## src/rtl/solicitud_peaton.sv

```systemverilog
// Pedestrian push-button front end: sync, debounce,
// request/ack handshake with hold-off and one-press memory.
module solicitud_peaton #(
  parameter int SYNC_STAGES     = 2,
  parameter int DEBOUNCE_CYCLES = 8,
  parameter int HOLDOFF_CYCLES  = 20,
  parameter int COUNT_W         = 8
) (
  input  logic               clk,
  input  logic               rst,
  input  logic               btn_raw,
  input  logic               ack,
  output logic               req,
  output logic               pending,
  output logic               btn_clean,
  output logic               press_pulse,
  output logic               busy,
  output logic [COUNT_W-1:0] served_count
);

  localparam int DW = (DEBOUNCE_CYCLES > 1) ?
                      $clog2(DEBOUNCE_CYCLES) : 1;
  localparam int HW = (HOLDOFF_CYCLES > 1) ?
                      $clog2(HOLDOFF_CYCLES) : 1;
  localparam logic [DW-1:0] DB_LAST = DW'(DEBOUNCE_CYCLES - 1);
  localparam logic [HW-1:0] HO_LAST = HW'(HOLDOFF_CYCLES - 1);

  typedef enum logic [1:0] {
    IDLE,
    REQ,
    HOLDOFF
  } state_t;

  logic [SYNC_STAGES-1:0] sync_q;
  logic                   btn_sync;
  logic [DW-1:0]          db_cnt;
  logic [HW-1:0]          ho_cnt;
  state_t                 state;

  assign btn_sync = sync_q[SYNC_STAGES-1];

  // Shift the raw button through the synchroniser chain
  always_ff @(posedge clk or negedge rst) begin
    if (!rst) begin
      sync_q <= '0;
    end else begin
      sync_q <= {sync_q[SYNC_STAGES-2:0], btn_raw};
    end
  end

  // Toggle btn_clean after enough consecutive differing samples
  always_ff @(posedge clk or negedge rst) begin
    if (!rst) begin
      db_cnt      <= '0;
      btn_clean   <= 1'b0;
      press_pulse <= 1'b0;
    end else begin
      press_pulse <= 1'b0;
      if (btn_sync == btn_clean) begin
        db_cnt <= '0;
      end else if (db_cnt == DB_LAST) begin
        db_cnt      <= '0;
        btn_clean   <= btn_sync;
        press_pulse <= btn_sync;
      end else begin
        db_cnt <= db_cnt + 1'b1;
      end
    end
  end

  // Request / hold-off state machine with registered outputs
  always_ff @(posedge clk or negedge rst) begin
    if (!rst) begin
      state        <= IDLE;
      req          <= 1'b0;
      busy         <= 1'b0;
      pending      <= 1'b0;
      ho_cnt       <= '0;
      served_count <= '0;
    end else begin
      unique case (state)
        IDLE: begin
          if (press_pulse) begin
            state <= REQ;
            req   <= 1'b1;
            busy  <= 1'b1;
          end
        end
        REQ: begin
          if (ack) begin
            state  <= HOLDOFF;
            req    <= 1'b0;
            ho_cnt <= HO_LAST;
            if (served_count != '1) begin
              served_count <= served_count + 1'b1;
            end
            if (press_pulse) begin
              pending <= 1'b1;
            end
          end
        end
        HOLDOFF: begin
          if (ho_cnt == '0) begin
            pending <= 1'b0;
            if (pending || press_pulse) begin
              state <= REQ;
              req   <= 1'b1;
            end else begin
              state <= IDLE;
              busy  <= 1'b0;
            end
          end else begin
            ho_cnt <= ho_cnt - 1'b1;
            if (press_pulse) begin
              pending <= 1'b1;
            end
          end
        end
        default: begin
          state   <= IDLE;
          req     <= 1'b0;
          busy    <= 1'b0;
          pending <= 1'b0;
        end
      endcase
    end
  end

endmodule

```

## config.mk

```make
export PLATFORM = sky130hd
export DESIGN_NAME = solicitud_peaton
export DESIGN_NICKNAME = d
export VERILOG_FILES = /design/src/rtl/solicitud_peaton.sv
export SDC_FILE = /design/constraint.sdc
export NUM_CORES = 1
export LEC_CHECK = 0
export CAP_MARGIN = 5
export CORE_ASPECT_RATIO = 0.6
export CORE_UTILIZATION = 41
export DETAILED_ROUTE_END_ITERATION = 10
export SYNTH_ARGS = -nofsm -noshare
export SYNTH_HDL_FRONTEND = slang
export SYNTH_SLANG_ARGS = --single-unit
export TNS_END_PERCENT = 50
```

## constraint.sdc

```tcl
create_clock -name clk -period 2 [get_ports clk]
set_input_delay 0.4 -clock clk [delete_from_list [all_inputs] [get_ports clk]]
set_output_delay 0.4 -clock clk [all_outputs]
set_load 0.02 [all_outputs]
```

# After elaboration in Yosys (flattened, before gate mapping)
# Cells that the tools add are included.
# Widths: inputs -> output; s select.
[word_totals]
register_bits = 25
latch_bits = 0
mem_bits_rw = 0
mem_bits_ro = 0
in_bits = 4
output_inout_bits = 13
elab_cells = 62
memories = 0
[op_classes]
add_sub_neg = 3
mul = 0
div_mod_pow = 0
order_cmp = 0
n_eq_ne = 11
shift = 0
muxes = 24
n_bitwise = 3
reduce_logical = 11
[op_table]
columns = ["operator", "n"]
rows = [
  ["$mux 1", 12],
  ["$ne 2x2->1 const B", 6],
  ["$mux 5", 2],
  ["$pmux 5 s2", 1],
  ["$pmux 1 s3", 3],
  ["$reduce_and 3->1", 3],
  ["$add 8x1->8 const B", 1],
  ["$ne 8x8->1 const B", 1],
  ["$reduce_and 4->1", 2],
  ["$mux 2", 3],
  ["$mux 3", 2],
  ["$pmux 2 s3", 1],
  ["$logic_not 5->1", 1],
  ["$sub 5x1->5 const B", 1],
  ["$reduce_and 2->1", 2],
  ["$add 3x1->3 const B", 1],
  ["$eq 3x3->1 const B", 1],
  ["$not 1->1", 3],
  ["$eq 2x1->1 const B", 1],
  ["$eq 2x2->1 const B", 1],
  ["$logic_not 2->1", 1],
  ["$reduce_bool 2->1", 1],
  ["$eq 1x1->1", 1],
  ["$logic_or 1x1->1", 1],
]

# Logic depth before layout (Yosys ltp)
[logic_depth]
word_depth = 4
depth_mapped = 7
mapped_depth_nobuf = 6

# Worst setup path after synthesis
# OpenSTA, ideal clock, no wires.
[synth_timing]
path_type = "reg-to-reg"
from = "reg ho_cnt[0]"
to = "reg state[0]"
setup_time_ps = 128
arrival_time_ps = 1598
required_ps = 1872
slack_ps = 275
stages_incl_launch_ff = 8
n_path_buf = 1
synth_period_minus_slack_ps = 1725
cell_sequence = "dfrtp_1 -> inv_1 -> ha_1 -> inv_1 -> o41a_1 -> buf_6 -> nor3_2 -> mux2_1"
[synth_via]
elab_chain_cells = 3
[synth_rtl]
columns = ["item", "line_no", "rtl"]
rows = [
  ["from (decl)", "37", "logic [HW-1:0] ho_cnt;"],
  ["from (signal assigned)", "113", "ho_cnt <= ho_cnt - 1'b1;"],
  ["$logic_not 5->1", "103", "if (ho_cnt == '0) begin"],
  ["$ne 2x2->1 (no source line)", "n/a", ""],
  ["$reduce_and 3->1 (no source line)", "n/a", ""],
  ["to (signal assigned)", "106", "state <= REQ;"],
  ["to (signal assigned)", "109", "state <= IDLE;"],
  ["to (signal assigned)", "120", "state <= IDLE;"],
  ["to (decl)", "38", "state_t state;"],
]
# No other way between the ends.
# A chain may end at the register's enable or synchronous reset.

# Worst setup path in the final report
# Same ends and word-level chain as after synthesis.

==> run summary <==
The run finished with clean final reports. For this design, the CTS-stage hold fixing added 0 buffers. For this run, design rule violations remaining after detail routing come to 0.

The clock passes through at most 2 buffers. Measured along the y axis, the die boundary spans 44.8 um. Counting stages on the worst path, the most repeated cell is inv_1.

The area inside the core boundary was 0.00289 sq mm. The full die area is 0.00328 sq mm, and the share of post-route cells with drive strength above 1 is 0.109. At the worst endpoint, the arrival time is 2.02 ns. Buffers added to address setup during post-CTS repair amount to 0. The detail route stage leaves a number of antenna-violating nets equal to 0. Clock-pin slew was measured on the worst setup and hold paths at 0.09 ns.

Sorting the synthesized cells by area gives the leading types as dfrtp_1, ha_1, nor2_1. For the number of pins exceeding their max-slew limit in the final report, the log shows 0. Yosys mapped a number of flops with a built-in enable equal to 0. The tools report the static leakage as 0.664 nW. The tools report the boundary pin count as 17. The number of standard cells in the final layout excluding fillers is 179, and the stage delay of the slowest cell on the critical path is 0.45 ns. The sum of negative setup slack is 0 ns. Setup repair after global routing left no endpoint under its margin. In the final layout, the multi-input gates occupy 583 sq um.

The register cell area after layout is 626 sq um. The number of cells on the worst reg-to-reg path is 6. Count of yosys warnings during synthesis: 0. The highest clock rate was 536 MHz. The number of failing hold endpoints at the final stage is 0, and the clock period minus final worst setup slack is 1.87 ns.

The routed layout has 883 vias. The net count after synthesis is 127, and the worst clock skew is 0.00200 ns. The die is 73.3 um wide.

The via density per instance works out to 4.93. The worst ir drop on vdd was 772 uV; the remaining max-slew budget at the tightest pin was 0.748. Clock tree synthesis inserted a total of 3 buffers.

Buffers placed on the I/O ports in this run total 16. Clock latency on the worst-skew pair, taken at its later pin, is 0.27 ns. The endpoint identified for the worst register-to-register timing path is state[0]. At the pin with the least slew margin, the transition time is 0.377 ns. The tools report the post-placement cell count as 175.

For the worst setup path, the data required time is 2.16 ns. The number of standard cells after synthesis is 115. The endpoint type of the worst setup path was a flop.

The tools report the starting density of the core as 0.433. The critical path goes through inv_1 > ha_1 > inv_1 > o41a_1 > nor3_2 > mux2_1. In this run the cell area of the synthesized design comes to 0.00125 sq mm. For this run, the leading register cell type out of synthesis is dfrtp_1. The tools report the startpoint of the most critical setup path as ho_cnt[0]. For the overall fraction of global-route tracks in use, the log shows 0.162. The final cycle utilization of the critical path works out to 0.933. For this run, the detailed router's first-pass iteration total came to 4.

The reg2reg setup slack came out at 0.13 ns. The layout has 271 filler cells. STA classifies the critical path startpoint as a flop.

For the first-pass GRT wire length, the log shows 3830 um. For this run the aggregate overflow at the end of global routing stands at 0. The area growth from synthesis to layout is 22.3%. For the distinct cell type count after synthesis, the log shows 35. For the total inserted antenna cells, the log shows 0. The worst setup path is of the flop to flop kind. The cell with the most instances after synthesis is dfrtp_1. The via count of the first global-routing pass is 793. For the initial antenna violation count, the log shows 0. The share of synthesized flip-flops with an asynchronous set or reset is 1.00. The final count of negative-setup-slack endpoints was 0. The total number of placement rows is 15. After detailed routing, the average wire length per cell comes to 13.4 um.

In this run the critical register-to-register path is launched from ho_cnt[0]. The power density of the placed cells was 1360 mW/mm^2. In this run the worst setup path terminates at state[0]. The run gives 1790 um as the final HPWL from detailed placement.

The cell type contributing the most total cell area after synthesis is dfrtp_1. The final layout contains routed wiring with a total length of 2400 um. By count the netlist is led by dfrtp_1, nor2_1, nand2_1. The tightest hold path in the finished design has a slack of 0.363 ns.

The area share of the largest cell type after synthesis was 0.500. Register area share after synthesis: 0.500. In this run the worst path has a maximum fanout of 7. The tools report the cell chosen for the clock root as clkbuf_8.

The path type of the worst min-delay path was flop to flop. The tree built by TritonCTS fans out to 25 sinks. The number of design-rule violations left by the first detailed-router iteration is 56, and the depth of the CTS H-tree is 1. The net count of the finished layout is 150. Entering global routing, the biggest net connects 26 pins. The count of instances resized after the clock tree is built is 0. In this run, synthesis produced a sequential element count of 25. TritonCTS built the clock tree. Critical-path cell with the highest stage delay: o41a_1. In this run the mean area of a mapped cell was 10.9 sq um. At the end of routability-driven placement, the weighted congestion stood at 0.813. The tools report the number of maximum-capacitance violations as 0.
-- how the worst min path moves through the flow --
stage	startpoint	endpoint	slack, ns	depth (start not counted)
floorplan	rst	btn_clean	0.10	0
global placement	sync_q[0]	sync_q[1]	0.34	0
detailed placement	sync_q[0]	sync_q[1]	0.34	0
CTS	sync_q[0]	sync_q[1]	0.37	0
global route	sync_q[0]	sync_q[1]	0.38	0
finish	sync_q[0]	sync_q[1]	0.36	0
-- logic make-up (layout without fill, tap and decap cells) --
family / count (synthesis) / in the layout / share of synthesized area
buf+inv: 9 / 31 / 0.0340
xor+xnor: 6 / 6 / 0.0420
fa+ha+maj: 8 / 8 / 0.0800
simple gates: 42 / 42 / 0.168
mux: 5 / 5 / 0.0470
flops: 25 / 25 / 0.500
compound gates: 20 / 20 / 0.129
-- area by class of cell --
type	count	area share
Sequential cell	25	0.409
Clock buffer	3	0.0270
Tap cell	42	0.0343
Clock inverter	1	0.00491
Timing Repair Buffer	21	0.129
Inverter	6	0.0147
Multi-Input combinational cell	81	0.381
-- report_power, final --
group | internal [mW] | switching [mW] | total [mW]
Clock | 0.141 | 0.163 | 0.304
Sequential | 0.652 | 0.141 | 0.794
Combinational | 0.480 | 0.501 | 0.982
-- per-layer routing --
metal  up-vias  global-route usage  wire (um)
met5         -                   0          0
met4         0              0.0462          8
met3         2              0.0536        104
met2        17               0.219        994
met1       411               0.245       1290
li1        453                   -          -
-- critical path, delay by kind of cell, from the launching register on --
family / cells / cell delay, ns
compound gates: 1 / 0.45
flops: 1 / 0.39
simple gates: 1 / 0.24
buf+inv: 2 / 0.16
mux: 1 / 0.34
fa+ha+maj: 1 / 0.17
-- placed cells by master, fill, tap and decap left out, types with 2 or more instances in the layout --
| master | netlist | routed |
|---|---|---|
| dfrtp_1 | 25 | 25 |
| mux2_2 | 2 | 2 |
| o21ai_0 | 4 | 4 |
| ha_1 | 8 | 8 |
| inv_1 | 6 | 6 |
| clkdlybuf4s50_1 | 0 | 16 |
| a21oi_1 | 4 | 4 |
| nand2b_1 | 2 | 2 |
| o21a_1 | 3 | 3 |
| buf_4 | 0 | 5 |
| o32a_1 | 2 | 2 |
| nand3_1 | 7 | 7 |
| xnor2_1 | 5 | 5 |
| nand4_1 | 2 | 2 |
| a211oi_1 | 2 | 2 |
| clkbuf_8 | 0 | 3 |
| nand2_1 | 9 | 9 |
| nor2b_1 | 2 | 2 |
| nor2_1 | 12 | 12 |
| and2_1 | 2 | 2 |
-- per-stage QoR --
step                      utilization  worst slack [ns]  area [sq um]  power (mW)
after floorplan                     -             0.275          1250        1.47
after global placement          0.513             0.198          1480        1.75
after detailed placement        0.513             0.157          1480        1.77
after CTS                       0.529             0.138          1530        2.09
after global routing            0.529            0.0147          1530        2.22
final                           0.529             0.133          1530        2.08
-- sequential cells by signal (all words and copies together) (netlist names) --
name          flops
press_pulse       1
sync_q            2
state             2
db_cnt            3
ho_cnt            5
btn_clean         1
pending           1
busy              1
req               1
served_count      8
Note: power is estimated with default switching activity, not from simulation.
